<file path="config.mk">
export PLATFORM = sky130hd
export DESIGN_NAME = tick_gen_multi
export DESIGN_NICKNAME = d
export VERILOG_FILES = /design/src/rtl/tick_gen_pkg.sv /design/src/rtl/tick_chan.sv /design/src/rtl/tick_gen_multi.sv
export SDC_FILE = /design/constraint.sdc
export NUM_CORES = 1
export LEC_CHECK = 0
export ABC_CLOCK_PERIOD_IN_PS = 4700
export BUFFER_PORTS_ARGS = -buffer_cell sky130_fd_sc_hd__buf_4
export CORE_MARGIN = 8
export CORE_UTILIZATION = 55
export DETAILED_ROUTE_END_ITERATION = 10
export PLACE_DENSITY = 0.76
export SLEW_MARGIN = 20
export SYNTH_ARGS = -nofsm -noshare
export SYNTH_HDL_FRONTEND = slang
export SYNTH_SLANG_ARGS = --single-unit
export TNS_END_PERCENT = 20
</file>
<file path="constraint.sdc">
create_clock -name clk -period 4.7 [get_ports clk]
set_clock_uncertainty 0.2 [all_clocks]
set_input_delay 0.47 -clock clk [delete_from_list [all_inputs] [get_ports clk]]
set_output_delay 0.47 -clock clk [all_outputs]
set_load 0.01 [all_outputs]
</file>
<file path="src/rtl/tick_gen_pkg.sv">
// tick_gen_pkg: shared constants and types for the multi-channel tick generator
package tick_gen_pkg;
  localparam int CNT_W_DEF = 28;
  localparam int DEFAULT_DIV_DEF = 62500000;
  typedef logic [CNT_W_DEF-1:0] div_t;
  localparam div_t DIV_HALT = '0;
endpackage

</file>
<file path="src/rtl/tick_chan.sv">
// tick_chan: one clock-enable channel with shadowed divisor and glitch-free apply
module tick_chan
  import tick_gen_pkg::*;
#(
  parameter int CNT_W = CNT_W_DEF,
  parameter int DEFAULT_DIV = DEFAULT_DIV_DEF
) (
  input  logic             clk,
  input  logic             rst,
  input  logic             en,
  input  logic             sync_clr,
  input  logic             wr,
  input  logic [CNT_W-1:0] wr_div,
  output logic             pending,
  output logic             tick,
  output logic             level
);
  logic [CNT_W-1:0] cnt_q, cnt_d, div_q, div_d, shadow_q, shadow_d;
  logic pend_q, pend_d, tick_q, tick_d, level_q, level_d, sclr_q;
  logic run, term, apply;
  // Count, detect terminal, and decide when the shadow divisor takes effect.
  // Any apply restarts the period so cnt never exceeds the new div_r-1.
  always_comb begin
    run = en && div_q != CNT_W'(DIV_HALT);
    term = run && !sync_clr && cnt_q == div_q - CNT_W'(1);
    apply = pend_q && !sync_clr && (!run || term || sclr_q);
    cnt_d = (sync_clr || !run || term || apply) ? '0 : cnt_q + CNT_W'(1);
    tick_d = term;
    level_d = sync_clr ? 1'b0 : level_q ^ term;
    div_d = apply ? shadow_q : div_q;
    shadow_d = wr ? wr_div : shadow_q;
    pend_d = wr || (pend_q && !apply);
  end
  // Channel state registers; reset discards any shadowed divisor.
  always_ff @(posedge clk) begin
    if (rst) begin
      cnt_q <= '0;
      div_q <= CNT_W'(DEFAULT_DIV);
      shadow_q <= CNT_W'(DEFAULT_DIV);
      pend_q <= 1'b0;
      tick_q <= 1'b0;
      level_q <= 1'b0;
      sclr_q <= 1'b0;
    end else begin
      cnt_q <= cnt_d;
      div_q <= div_d;
      shadow_q <= shadow_d;
      pend_q <= pend_d;
      tick_q <= tick_d;
      level_q <= level_d;
      sclr_q <= sync_clr;
    end
  end
  assign pending = pend_q;
  assign tick = tick_q;
  assign level = level_q;
endmodule

</file>
<file path="src/rtl/tick_gen_multi.sv">
// tick_gen_multi: N_CH programmable clock-enable channels with a shared config port
module tick_gen_multi
  import tick_gen_pkg::*;
#(
  parameter int N_CH = 4,
  parameter int CNT_W = CNT_W_DEF,
  parameter int DEFAULT_DIV = DEFAULT_DIV_DEF,
  parameter int CH_W = (N_CH > 1) ? $clog2(N_CH) : 1
) (
  input  logic             clk,
  input  logic             rst,
  input  logic [N_CH-1:0]  ch_en,
  input  logic             sync_clr,
  input  logic             cfg_valid,
  output logic             cfg_ready,
  input  logic [CH_W-1:0]  cfg_ch,
  input  logic [CNT_W-1:0] cfg_div,
  output logic             cfg_err,
  output logic [N_CH-1:0]  tick,
  output logic [N_CH-1:0]  level
);
  logic [N_CH-1:0] pending, wr;
  logic [(1<<CH_W)-1:0] pend_x;
  logic in_range, accept, cfg_err_d, cfg_err_q;
  // Ready mux over the addressed channel; out-of-range writes are always taken and flagged.
  always_comb begin
    pend_x = '0;
    pend_x[N_CH-1:0] = pending;
    in_range = int'(cfg_ch) < N_CH;
    cfg_ready = in_range ? !pend_x[cfg_ch] : 1'b1;
    accept = cfg_valid && cfg_ready;
    cfg_err_d = accept && !in_range;
  end
  // One-cycle error pulse after a dropped write.
  always_ff @(posedge clk) begin
    if (rst) cfg_err_q <= 1'b0;
    else cfg_err_q <= cfg_err_d;
  end
  assign cfg_err = cfg_err_q;
  for (genvar i = 0; i < N_CH; i++) begin : g_ch
    assign wr[i] = accept && int'(cfg_ch) == i;
    tick_chan #(.CNT_W(CNT_W), .DEFAULT_DIV(DEFAULT_DIV)) u_chan (
      .clk(clk),
      .rst(rst),
      .en(ch_en[i]),
      .sync_clr(sync_clr),
      .wr(wr[i]),
      .wr_div(cfg_div),
      .pending(pending[i]),
      .tick(tick[i]),
      .level(level[i])
    );
  end
endmodule

</file>
==> results.ini <==
[clock_network]
cts_made_buffers=39
postCtsSetupBuffers=0
cts.sinks=349
cts.reportedPaths.clkPinSlew_ns=0.06
htreeDepth=2
worstSkewPairLatency_ns=0.53
cts-resized-gates=0
ctsRootBufferMaster=clkbuf_16
cts_buffer_depth=3
cts_tree=yes
holdBufCountCts=0

[place]
hpwl_um=31200
numPortBuffers=46
placed_cell_area_sq_um=18100
finalWeightedCongestion=0.899

[worst_setup_path]
worstPathArrival_ns=4.59
cp_top_family=simple AND/OR/NAND/NOR gates
cp_max_fo=28
timing.rr.end=g_ch[1].u_chan.div_q[16]
cp_slowest_cell=or4_1
start_kind=flop
worstSetupPathDepth=12
cp-end-kind=flop
cp_common_cell=or4_1
path_cells=inv_1 -> ha_1 -> or4b_1 -> or4_1 -> a2111o_1 -> a2111oi_2 -> nand4_1 -> or4_1 -> nor3b_1 -> or3b_1 -> buf_4 -> mux2i_1
cp_num_buf_inv=2
worst-setup-path-type=reg2reg
critPathMaxStageDelay_ns=0.64
reg2reg_slack_ns=0.30
r2r_start=g_ch[1].u_chan.div_q[0]
crit_required_ns=4.89
worstRegToRegCells=12

[sta]
rsz0062_at_grt=false
setup_tns_ns=0
finalSetupViolCount=0
fmax_mhz=227
fin_crit_ns=4.40
worst_pin_slew_ns=1.07
maxSlewViolCount=0
max-slew-margin-rel=0.285
final-hold-violation-count=0
fin_crit_sh=0.936

[layout]
fin_area_sq_um=19500
drive_above_1_share=0.0700
fin_nets=2193
area_delta_synth_final_pct=10.8
diodes=0

[synth]
synthArstFlopShare=0
synth_edf_count=0
avgSynthCellArea_sq_um=8.16
synth_cell_type_count=66
synth_nets=2208
yosys_warnings=0
synth_seq_area_share=0.397
synthCells=2158
yosys-top-cells-area=dfxtp_1, nor2_1, nand2_1, xor2_1, xnor2_1
synth_top_cell_by_area=dfxtp_1
netlist_area_sq_um=17600
synth_flop_cell=dfxtp_1
synth_top_area_frac=0.397
synth-seq-cells=349

[global_routing]
grt_start_max_net_pins=96
grt_first_pass_wirelength_um=71500
antenna_found_initial=2
globalRouteTotalUtil=0.225
grt_overflow_total=0
grt_pass1_vias=14242

[power_and_ir_drop]
vdd_drop_max_mv=0.305
cellPowerDensity_nw_per_um2=332
p_leak_nw=7.29

[drt]
routedWlPerCell_um=17.1
via_per_inst=5.85
drt-initial-drc-count=1084
drc=0
dr_total_vias=15041
routed_wl_um=43900
antenna_left=0
first_pass_iters=8

[floorplan]
die_x_um=195
core.rowCount=65
core_area_sq_um=31600
die_height_um=195
die_area_sq_um=38000
boundaryPins=48
start_util=0.558

[worst_hold_path]
hold_path_depth=3
holdPathEnd=g_ch[3].u_chan.shadow_q[21]
hp-class=in2reg
min_from=cfg_div[21]

[run_status]
status=complete, no violations

[flow_run]
cap_violations=0

[per-stage QoR]
| stage | util | hold slack (ns) | cells | setup WS (ns) | total power [mW] |
|---|---|---|---|---|---|
| after floorplan | - | 0.235 | 2158 | 0.587 | 3.26 |
| after global placement | 0.574 | 0.243 | 2502 | 0.407 | 3.36 |
| after detailed placement | 0.574 | 0.247 | 2502 | 0.305 | 3.37 |
| after CTS | 0.617 | 0.0164 | 2571 | 0.294 | 6.53 |
| after global routing | 0.618 | 0.0258 | 2573 | 0.0178 | 6.69 |
| final | 0.618 | 0.0416 | 2573 | 0.301 | 6.48 |
[cells in the mapped netlist, drive strengths merged, types with 25 or more instances]
cell type  number
dfxtp         349
nand3          68
inv            26
xor2          123
nand2b         68
nand4          43
clkbuf        108
nand2         293
o21ai          25
and3           34
nand3b         58
xnor2         122
nor4           35
nor3           63
or3            25
mux2i          88
a21oi          99
nor2          302
[state kept, by name, indices dropped and copies added, names as in the netlist]
name	cells
g_ch.u_chan.cnt_q	112
g_ch.u_chan.div_q	112
g_ch.u_chan.sclr_q	1
g_ch.u_chan.level	4
g_ch.u_chan.pending	4
g_ch.u_chan.tick	4
g_ch.u_chan.shadow_q	112
[power breakdown]
| part | switching (mW) | total (mW) | internal (mW) |
|---|---|---|---|
| registers | 0.0329 | 3.04 | 3.01 |
| logic | 0.179 | 0.276 | 0.0973 |
| clock network | 1.20 | 3.17 | 1.97 |
[routing by layer]
metal,GRT usage,vias up,share of wire,wire length [um]
li1,-,7354,-,-
met1,0.285,7197,0.44,19100
met2,0.380,390,0.48,20900
met3,0.0434,96,0.063,2770
met4,0.0722,4,0.026,1120
met5,0,-,0.00064,28
[kinds of logic (layout without fill, tap and decap cells)]
group	count (synthesis)	count (layout)	synth area share
buf+inv	155	168	0.0369
xor+xnor	245	245	0.122
compound gates	230	230	0.0848
flops	349	349	0.397
mux	92	92	0.0526
other cells	1	1	0.000213
simple gates	1074	1074	0.298
fa+ha+maj	12	12	0.00853
[worst register-to-register path, delay by kind of cell (launching register included)]
kind | cells | cell delay, ns
compound gates | 2 | 0.75
mux | 1 | 0.19
fa+ha+maj | 1 | 0.21
simple gates | 6 | 2.19
flops | 1 | 0.35
buf+inv | 2 | 0.37
[layout make-up]
class | count | area, sq um
Clock buffer | 58 | 1150
Clock inverter | 11 | 186
Fill cell | 2751 | 12000
Inverter | 26 | 97.6
Multi-Input combinational cell | 1654 | 10000
Sequential cell | 349 | 6990
Tap cell | 402 | 503
Timing Repair Buffer | 73 | 579
[cell usage in the layout (no fill, tap or decap), types with 17 or more instances in the layout]
cell type  Yosys  final
dfxtp_1      349    349
nor2_1       302    302
nand2_1      293    293
xor2_1       123    123
xnor2_1      122    122
a21oi_1       99     99
mux2i_1       88     88
buf_4          9     70
nand2b_1      68     68
nand3_1       68     66
nor3_1        63     62
nand3b_1      58     58
nand4_1       43     43
clkbuf_16      0     41
nor4_1        35     35
and3_1        34     34
inv_1         26     26
or3_1         25     25
o21ai_0       24     24
nor2b_1       17     17
a211oi_1      17     17
[worst max-delay path by stage]
| stage | start | endpoint | slack (ns) |
|---|---|---|---|
| 2_1_floorplan | g_ch[1].u_chan.div_q[0] | g_ch[1].u_chan.div_q[10] | 0.59 |
| 3_3_place_gp | g_ch[1].u_chan.div_q[0] | g_ch[1].u_chan.div_q[24] | 0.41 |
| 3_5_place_dp | g_ch[1].u_chan.div_q[0] | g_ch[1].u_chan.div_q[16] | 0.30 |
| 4_1_cts | g_ch[1].u_chan.div_q[0] | g_ch[1].u_chan.div_q[16] | 0.29 |
| 5_1_grt | g_ch[1].u_chan.div_q[0] | g_ch[1].u_chan.div_q[16] | 0.02 |
| 6_report | g_ch[1].u_chan.div_q[0] | g_ch[1].u_chan.div_q[16] | 0.30 |
(Power assumes the default switching activity.)
